File: src/rtl/m84_sample_player.sv
// m84_sample_player
//   M84 PCM sample stage behind the Z80 sound block.
//   - Holds the 16-bit sample ROM pointer. The pointer has byte loads and a
//     post-increment.
//   - Prefetches the ROM byte at the pointer from SDRAM so that the Z80 can
//     read it back on port 0x84.
//   - Low-passes the unsigned DAC byte written to port 0x82 into a signed
//     16-bit audio sample.
//
// Ports
//   CLK_32M        system clock
//   reset_n        asynchronous reset, active low
//   pause          freezes the filter divider/update and the issue of new fetches
//   sample_addr    pointer byte source
//   sample_addr_wr [0] loads ptr[7:0], [1] loads ptr[15:8]
//   sample_inc     1-cycle pulse: ptr+1 and latch sample_out as the DAC target
//   sample_out     unsigned DAC byte, 0x80 = silence
//   sample_in      last fetched ROM byte
//   sample_valid   sample_in corresponds to the current pointer
//   rom_req        SDRAM read request (level)
//   rom_addr       ROM_BASE + ptr, stable while rom_req is high
//   rom_ack        1-cycle pulse: rom_data valid, request complete
//   rom_data       SDRAM read data
//   dac_out        signed filtered DAC output
module m84_sample_player #(
  parameter int unsigned          ROM_AW     = 18,
  parameter logic [ROM_AW-1:0]    ROM_BASE   = '0,
  parameter int unsigned          FILT_SHIFT = 2,
  parameter int unsigned          FILT_DIV   = 572
) (
  input  logic              CLK_32M,
  input  logic              reset_n,
  input  logic              pause,
  input  logic [15:0]       sample_addr,
  input  logic [1:0]        sample_addr_wr,
  input  logic              sample_inc,
  input  logic [7:0]        sample_out,
  output logic [7:0]        sample_in,
  output logic              sample_valid,
  output logic              rom_req,
  output logic [ROM_AW-1:0] rom_addr,
  input  logic              rom_ack,
  input  logic [7:0]        rom_data,
  output logic [15:0]       dac_out
);

  localparam int unsigned DIV_W = (FILT_DIV > 1) ? $clog2(FILT_DIV) : 1;
  localparam logic [DIV_W-1:0] DIV_LAST = DIV_W'(FILT_DIV - 1);

  typedef enum logic {
    S_IDLE,
    S_REQ
  } fetch_state_t;

  fetch_state_t      state;
  logic [15:0]       ptr;
  logic [15:0]       ptr_nxt;
  logic              ptr_chg;
  logic              dirty;
  logic              issue;
  logic [15:0]       target;
  logic [DIV_W-1:0]  div_cnt;
  logic signed [16:0] diff;
  logic signed [16:0] step;
  logic [15:0]       dac_nxt;

  // Byte loads win over increment; any load or increment counts as a change.
  always_comb begin
    ptr_nxt = ptr;
    ptr_chg = 1'b0;
    if (|sample_addr_wr) begin
      if (sample_addr_wr[0]) ptr_nxt[7:0]  = sample_addr[7:0];
      if (sample_addr_wr[1]) ptr_nxt[15:8] = sample_addr[15:8];
      ptr_chg = 1'b1;
    end else if (sample_inc) begin
      ptr_nxt = ptr + 16'd1;
      ptr_chg = 1'b1;
    end
  end

  assign issue   = (state == S_IDLE) && dirty && !pause;
  assign rom_req = (state == S_REQ);

  // Pointer and fetch control
  always_ff @(posedge CLK_32M or negedge reset_n) begin
    if (!reset_n) begin
      ptr          <= '0;
      state        <= S_IDLE;
      dirty        <= 1'b1;
      rom_addr     <= '0;
      sample_in    <= '0;
      sample_valid <= 1'b0;
    end else begin
      ptr <= ptr_nxt;

      case (state)
        S_IDLE: begin
          if (issue) begin
            state    <= S_REQ;
            rom_addr <= ROM_BASE + ROM_AW'(ptr);
          end
        end
        S_REQ: begin
          if (rom_ack) begin
            state <= S_IDLE;
            // Data is kept only if the pointer has not moved since issue,
            // including a move on this very edge.
            if (!dirty && !ptr_chg) begin
              sample_in    <= rom_data;
              sample_valid <= 1'b1;
            end
          end
        end
        default: state <= S_IDLE;
      endcase

      // A pointer change on the issue edge leaves dirty set, so the stale
      // request is discarded on ack and re-issued afterwards.
      if (ptr_chg) begin
        dirty        <= 1'b1;
        sample_valid <= 1'b0;
      end else if (issue) begin
        dirty <= 1'b0;
      end
    end
  end

  // One-pole low-pass: dac += (target - dac) >>> FILT_SHIFT
  always_comb begin
    diff    = $signed({target[15], target}) - $signed({dac_out[15], dac_out});
    step    = diff >>> FILT_SHIFT;
    dac_nxt = dac_out + step[15:0];
  end

  always_ff @(posedge CLK_32M or negedge reset_n) begin
    if (!reset_n) begin
      target  <= '0;
      div_cnt <= '0;
      dac_out <= '0;
    end else begin
      // Flip the MSB to turn offset-binary 0x80 silence into signed zero.
      if (sample_inc) target <= {~sample_out[7], sample_out[6:0], 8'h00};
      if (!pause) begin
        if (div_cnt == DIV_LAST) begin
          div_cnt <= '0;
          dac_out <= dac_nxt;
        end else begin
          div_cnt <= div_cnt + DIV_W'(1);
        end
      end
    end
  end

endmodule

File: config.mk
export PLATFORM = sky130hd
export DESIGN_NAME = m84_sample_player
export DESIGN_NICKNAME = d
export VERILOG_FILES = /design/src/rtl/m84_sample_player.sv
export SDC_FILE = /design/constraint.sdc
export NUM_CORES = 1
export LEC_CHECK = 0
export ABC_AREA = 0
export CAP_MARGIN = 20
export CORE_ASPECT_RATIO = 1.1
export CORE_MARGIN = 2
export CORE_UTILIZATION = 50
export DETAILED_ROUTE_END_ITERATION = 6
export GPL_TIMING_DRIVEN = 0
export PLACE_DENSITY = 0.77
export SKIP_CTS_REPAIR_TIMING = 1
export SLEW_MARGIN = 20
export SYNTH_ARGS = -nofsm -noshare
export SYNTH_HDL_FRONTEND = slang
export SYNTH_SLANG_ARGS = --single-unit
File: constraint.sdc
create_clock -name CLK_32M -period 6.4 [get_ports CLK_32M]
set_clock_uncertainty 0.2 [all_clocks]
set_input_delay 0.96 -clock CLK_32M [delete_from_list [all_inputs] [get_ports CLK_32M]]
set_output_delay 0.96 -clock CLK_32M [all_outputs]
set_load 0.05 [all_outputs]
==> impl_metrics.py, run 1 <==
metrics = {
    "power": {
        "part_of_the_total_power_dissipated_in_sequential_elements_pct": 41.7,
        "pwr-share-comb_pct": 32.6,
        "cellPowerDensity_nw_per_um2": 260.2,
        "switching_share_pct": 36.22,
        "p_leak_nw": 2.420,
        "vdd_drop_max_mv": 0.1882,
        "power_frac_clock_pct": 25.7,
        "total_switching_power_mw": 0.5295,
        "power_mw": 1.462,
        "internal_power_mw": 0.9323,
    },
    "synth": {
        "async_reset_ff_share_pct": 100.0,
        "synth.yosys.seq_area_share_pct": 43.18,
        "synth_cell_types": 52,
        "syn-instance-count": 448,
        "synth.avg_cell_area_sq_um": 9.968,
        "ys_seq_elements": 77,
        "yosysWarningCount": 0,
        "post_synth_main_area_contributors": "dfrtp_1 (43%), mux2_2 (7.8%), ha_1 (6.7%)",
        "synth_enable_flop_cells": 0,
        "yosysTopAreaCellShare_pct": 42.59,
        "post_synth_instance_area_sq_um": 4466,
        "dominantRegCellSynth": "dfrtp_1",
        "synth_top_area_cell": "dfrtp_1",
    },
    "cells_and_area": {
        "leading_cell_type_in_the_layout_fill_and_taps_excluded": "clkdlybuf4s50_1",
        "area.growth.synth_to_final_pct": 25.81,
        "final_cell_area_sq_um": 5618,
        "fin_nets": 603,
        "final-instance-count-excl-fill": 657,
        "most-common-layout-cells": "clkdlybuf4s50_1 (77), dfrtp_1 (76), nand2_1 (54), o21ai_0 (34), mux2_2 (31)",
        "final_layout_size_suffix_gt1_share_pct": 12.34,
        "multiInputGateArea_sq_um": 2404,
        "n_antenna_cell": 0,
        "ff_latch_area_sq_um": 1928,
        "utilization_after_layout_pct": 63.96,
        "num-fill-cells": 741,
    },
    "timing": {
        "finalCritPeriodShare_pct": 58.74,
        "layout_setup_ws_ns": 2.641,
        "timing.slew.headroom_pct": 38.47,
        "hold_ws_ns": 0.3109,
        "rsz0062_at_grt": "no",
        "final.setup.tns_ns": 0,
        "final.min_clock_period_ns": 3.760,
        "tightest_slew_ns": 0.9154,
        "setup_viol": 0,
        "count_of_endpoints_failing_hold_in_the_final_timing_report": 0,
        "max_clock_freq_ghz": 0.2660,
        "max_transition_viols_final": 0,
    },
    "critical_path": {
        "worst-endpoint-required_ns": 6.47,
        "crit_fanout": 5,
        "endpoint_kind": "flop",
        "criticalPathCategory": "flop to flop",
        "worst_ep_arrival_time_ns": 3.83,
        "timing.critical_path.from_type": "flop",
    },
    "outcome": {
        "status": "complete, no violations",
    },
    "die": {
        "ios": 83,
        "die-width_um": 94.11,
        "floorplan.rows": 36,
        "fp.dieArea_sq_um": 9704,
        "initial_utilization_pct": 50.84,
        "core_sq_um": 8783,
        "die_height_um": 103.1,
    },
    "global_routing": {
        "grt.overflow.total": 0,
        "grt_first_pass_wirelength_um": 16080,
        "largest_net_degree_at_the_start_of_global_routing": 52,
        "groute.usage.overall_pct": 21.14,
        "antenna_found_initial": 0,
        "number_of_global_route_vias_before_repair": 3516,
    },
    "cts": {
        "cts_buffers": 9,
        "cts.sinks": 77,
        "cts_tree": "yes",
        "ctsRootBufferMaster": "clkbuf_8",
        "htreeDepth": 3,
        "cts.reportedPaths.clkPinSlew_ns": 0.09,
        "clk-insertion-delay-late_ns": 0.35,
        "maximum_count_of_clock_buffers_along_a_single_path": 2,
    },
    "detailed_routing": {
        "totalWireLength_um": 9592,
        "route.detailed.vias_per_inst": 5.449,
        "remaining_drcs": 0,
        "drt_iter0_markers": 127,
        "firstDrtPassIters": 4,
        "antenna_violation_net_count_after_detailed_routing": 0,
        "routed_wire_length_per_instance_um": 14.60,
        "dr_vias": 3580,
    },
    "worst_hold_path": {
        "hold_class": "primary input to asynchronous set/reset pin",
    },
    "job": {
        "max_cap_violations": 0,
    },
    "placed_design": {
        "preCtsSetupSlack_ns": 2.668,
        "io_buffers": 78,
        "gp_congestion": 0.8838,
        "placement.cell_area_sq_um": 5423,
        "dp_hpwl_um": 7317,
        "placed_cells_incl_taps": 642,
    },
}
power groups by stage:
stage	registers (mW)	logic [mW]	clock network, mW
floorplan	0.727	0.211	0
global placement	0.618	0.466	0
detailed placement	0.619	0.477	0
CTS	0.610	0.480	0.385
global route	0.623	0.516	0.407
finish	0.610	0.477	0.375
critical path: stages, from the launching register on:
cell and delay (ns):
dfrtp_1 0.43, inv_1 0.06, ha_1 0.34, a21oi_1 0.23
a2bb2oi_1 0.37, a31oi_1 0.20, a21o_1 0.23, xor2_1 0.14
ha_1 0.36, and3_1 0.21, nand4_1 0.13, o31ai_1 0.32
mux2i_1 0.29, xnor2_1 0.14
worst paths after layout:
path                              start            to  slack, ns  cells past startpoint
max                          dac_out[9]   dac_out[15]       2.64                     13
min in group CLK_32M       rom_addr[10]  rom_addr[10]       0.31                      1
max reg2reg                  dac_out[9]   dac_out[15]       2.64                     13
min                             reset_n  rom_addr[13]       0.31                      1
max in group asynchronous       reset_n         dirty       5.06                      2
min reg2reg                rom_addr[10]  rom_addr[10]       0.31                      1
routing by layer:
metal	up-vias	routed length, um	share of wire [%]	GRT usage (%)
met5	-	0	0	0
met4	0	142	1.5	6.689
met3	13	581	6.1	5.702
met2	102	4702	49	35.55
met1	1706	4165	43	26.79
li1	1759	-	-	-
logic make-up (layout without fill, tap and decap cells):
kind of cell	count (synthesis)	in the layout	share of synthesized area, %
AND/OR/NAND/NOR	140	140	15.75
AO/OA/AOI/OAI	91	91	13.28
flip-flops	77	77	43.18
XOR/XNOR	44	44	8.630
multiplexers	35	35	8.714
buffers and inverters	35	129	3.194
adder cells (fa/ha/maj)	25	25	7.173
other	1	2	0.08398
cells in the mapped netlist (8+ instances only):
cell type,instances
dfrtp_1,76
nor2_1,21
a21o_1,11
nor2b_1,8
clkbuf_1,12
xnor2_1,25
inv_1,18
nor3_1,10
nand4_1,11
xor2_1,19
ha_1,24
nand3_1,11
a21oi_1,15
o21ai_0,34
nand2_1,54
mux2_2,31
and3_1,9
registers in the layout, indices dropped and copies added, names as in the netlist:
name and flops:
target 8, ptr 16, sample_in 8, dirty 1
rom_addr 16, dac_out 16, rom_req 1, div_cnt 10
sample_valid 1
area by class of cell:
type	count	area share (%)
clock buffers	9	2.205
repair buffers	79	14.34
well taps	114	2.539
clock inverters	6	1.269
multi-input cells	337	42.78
plain buffers	17	1.336
inverters	18	1.203
flip-flops and latches	77	34.32
(Power assumes the default switching activity.)
==> run 2, diff against run 1 <==
--- a/config.mk
+++ b/config.mk
@@ -9,7 +9,7 @@
 export CAP_MARGIN = 20
 export CORE_ASPECT_RATIO = 1.1
 export CORE_MARGIN = 2
-export CORE_UTILIZATION = 50
+export CORE_UTILIZATION = 48
 export DETAILED_ROUTE_END_ITERATION = 6
 export GPL_TIMING_DRIVEN = 0
 export PLACE_DENSITY = 0.77
==> constraint.sdc (replaced) <==
create_clock -name CLK_32M -period 3 [get_ports CLK_32M]
set_clock_uncertainty 0.2 [all_clocks]
set_input_delay 0.45 -clock CLK_32M [delete_from_list [all_inputs] [get_ports CLK_32M]]
set_output_delay 0.45 -clock CLK_32M [all_outputs]
set_load 0.05 [all_outputs]
==> impl_metrics.py, run 2 (synthesis gave the netlist of run 1 again) <==
metrics = {
    "critical_path": {
        "endpoint_kind": "flop",
        "worst-endpoint-required_ns": 3.08,
        "rr_startpoint": "dac_out[2]",
        "slowest_cell_on_crit_path": "dfrtp_2",
        "longest_individual_stage_delay_on_the_worst_path_ns": 0.45,
        "r2r_slack_ns": -0.40,
        "crit_fanout": 5,
        "capture_point_of_the_worst_reg_to_reg_path": "dac_out[15]",
        "path_cells": "buf_8 > nor4_4 > nand4_1 > a31oi_2 > a21o_1 > xor2_1 > ha_2 > and3_4 > nand4_1 > o31ai_2 > mux2i_1 > xnor2_1",
        "cpMostUsedCell": "nand4_1",
        "timing.critical_path.from_type": "flop",
        "number_of_cells_traversed_by_the_worst_register_to_register_path": 12,
        "critical-path-top-delay-family": "simple AND/OR/NAND/NOR gates",
        "path_buf_inv": 1,
        "criticalPathCategory": "flop to flop",
        "worst_ep_arrival_time_ns": 3.48,
    },
    "power": {
        "vdd_drop_max_mv": 0.4247,
        "power_mw": 3.159,
        "cellPowerDensity_nw_per_um2": 524.3,
        "p_leak_nw": 2.539,
    },
    "global_routing": {
        "largest_net_degree_at_the_start_of_global_routing": 54,
        "number_of_global_route_vias_before_repair": 3605,
        "grt_first_pass_wirelength_um": 16600,
        "grt.overflow.total": 0,
        "antenna_found_initial": 0,
        "groute.usage.overall_pct": 20.95,
    },
    "die": {
        "die-width_um": 95.97,
        "core_sq_um": 8964,
        "fp.dieArea_sq_um": 10090,
        "die_height_um": 105.2,
        "ios": 83,
        "initial_utilization_pct": 49.82,
        "floorplan.rows": 36,
    },
    "cts": {
        "cts.sinks": 77,
        "cts_tree": "yes",
        "cts.reportedPaths.clkPinSlew_ns": 0.08,
        "htreeDepth": 3,
        "cts_buffers": 9,
        "clk-insertion-delay-late_ns": 0.36,
        "maximum_count_of_clock_buffers_along_a_single_path": 2,
        "ctsRootBufferMaster": "clkbuf_8",
    },
    "placed_design": {
        "placed_cells_incl_taps": 642,
        "preCtsSetupSlack_ns": -0.3734,
        "io_buffers": 78,
        "dp_hpwl_um": 7404,
        "placement.cell_area_sq_um": 5564,
        "gp_congestion": 0.8823,
    },
    "worst_hold_path": {
        "hold_end": "dac_out[15]",
        "timing.hold.worst.start": "dac_out[15]",
        "hold_class": "flop to flop",
        "worstHoldPathCells": 1,
    },
    "cells_and_area": {
        "final_layout_size_suffix_gt1_share_pct": 23.99,
        "ff_latch_area_sq_um": 1944,
        "leading_cell_type_in_the_layout_fill_and_taps_excluded": "clkdlybuf4s50_1",
        "fin_nets": 630,
        "num-fill-cells": 727,
        "n_antenna_cell": 0,
        "most-common-layout-cells": "clkdlybuf4s50_1 (77), dfrtp_1 (65), nand2_1 (54), buf_4 (32), mux2_2 (31)",
        "final-instance-count-excl-fill": 685,
        "largest_registers": "dac_out: 16 flops, ptr: 16 flops, rom_addr: 16 flops",
        "final_cell_area_sq_um": 6025,
        "area.growth.synth_to_final_pct": 34.91,
        "utilization_after_layout_pct": 67.21,
        "multiInputGateArea_sq_um": 2590,
    },
    "detailed_routing": {
        "antenna_violation_net_count_after_detailed_routing": 0,
        "routed_wire_length_per_instance_um": 15.45,
        "firstDrtPassIters": 4,
        "drt_iter0_markers": 143,
        "dr_vias": 3734,
        "remaining_drcs": 0,
        "route.detailed.vias_per_inst": 5.451,
        "totalWireLength_um": 10580,
    },
    "timing": {
        "max_transition_viols_final": 0,
        "tightest_slew_ns": 0.9380,
        "final.min_clock_period_ns": 3.397,
        "timing.slew.headroom_pct": 36.95,
        "count_of_endpoints_failing_hold_in_the_final_timing_report": 0,
        "max_clock_freq_ghz": 0.2944,
        "hold_ws_ns": 0.3045,
        "rsz0062_at_grt": "yes",
        "finalCritPeriodShare_pct": 113.2,
        "final.setup.tns_ns": -2.094,
        "setup_viol": 9,
        "layout_setup_ws_ns": -0.3967,
    },
    "job": {
        "max_cap_violations": 0,
    },
    "outcome": {
        "status": "finished with violations",
        "failed_checks": "setup timing",
    },
}
-- run 2: metal layers --
| layer | GRT usage (%) | vias to the layer above | routed length [um] |
|---|---|---|---|
| met2 | 34.72 | 103 | 5322 |
| met1 | 26.58 | 1791 | 4554 |
| met3 | 3.965 | 18 | 510 |
| li1 | - | 1822 | - |
| met5 | 0 | - | 0 |
| met4 | 8.469 | 0 | 196 |
-- run 2: worst max path at each step --
stage	from	end	cells past startpoint
3_5_place_dp	dac_out[4]	dac_out[13]	15
6_report	dac_out[2]	dac_out[15]	12
3_3_place_gp	reset_n	dac_out[4]	1
5_1_grt	dac_out[2]	dac_out[15]	12
4_1_cts	dac_out[4]	dac_out[13]	15
2_1_floorplan	dac_out[9]	dac_out[15]	13
-- run 2: worst reg2reg max path: cells and delay by family (launching register included) --
family	cells	cell delay [ns]
buffers and inverters	1	0.14
multiplexers	1	0.27
XOR/XNOR	2	0.22
adder cells (fa/ha/maj)	1	0.38
AO/OA/AOI/OAI	3	0.74
AND/OR/NAND/NOR	4	0.92
flip-flops	1	0.45
-- run 2: report_power, final --
group / leakage, nW / internal (mW) / switching, mW / total (mW)
Sequential: 0.955 / 1.18 / 0.133 / 1.31
Combinational: 1.50 / 0.498 / 0.634 / 1.13
Clock: 0.0833 / 0.306 / 0.410 / 0.717
-- run 2: area by class of cell --
| type | instances | area share, % |
|---|---|---|
| multi-input cells | 337 | 42.99 |
| flip-flops and latches | 77 | 32.27 |
| repair buffers | 108 | 17.03 |
| well taps | 114 | 2.368 |
| clock buffers | 10 | 2.118 |
| plain buffers | 15 | 1.329 |
| inverters | 18 | 1.121 |
| clock inverters | 6 | 0.7684 |
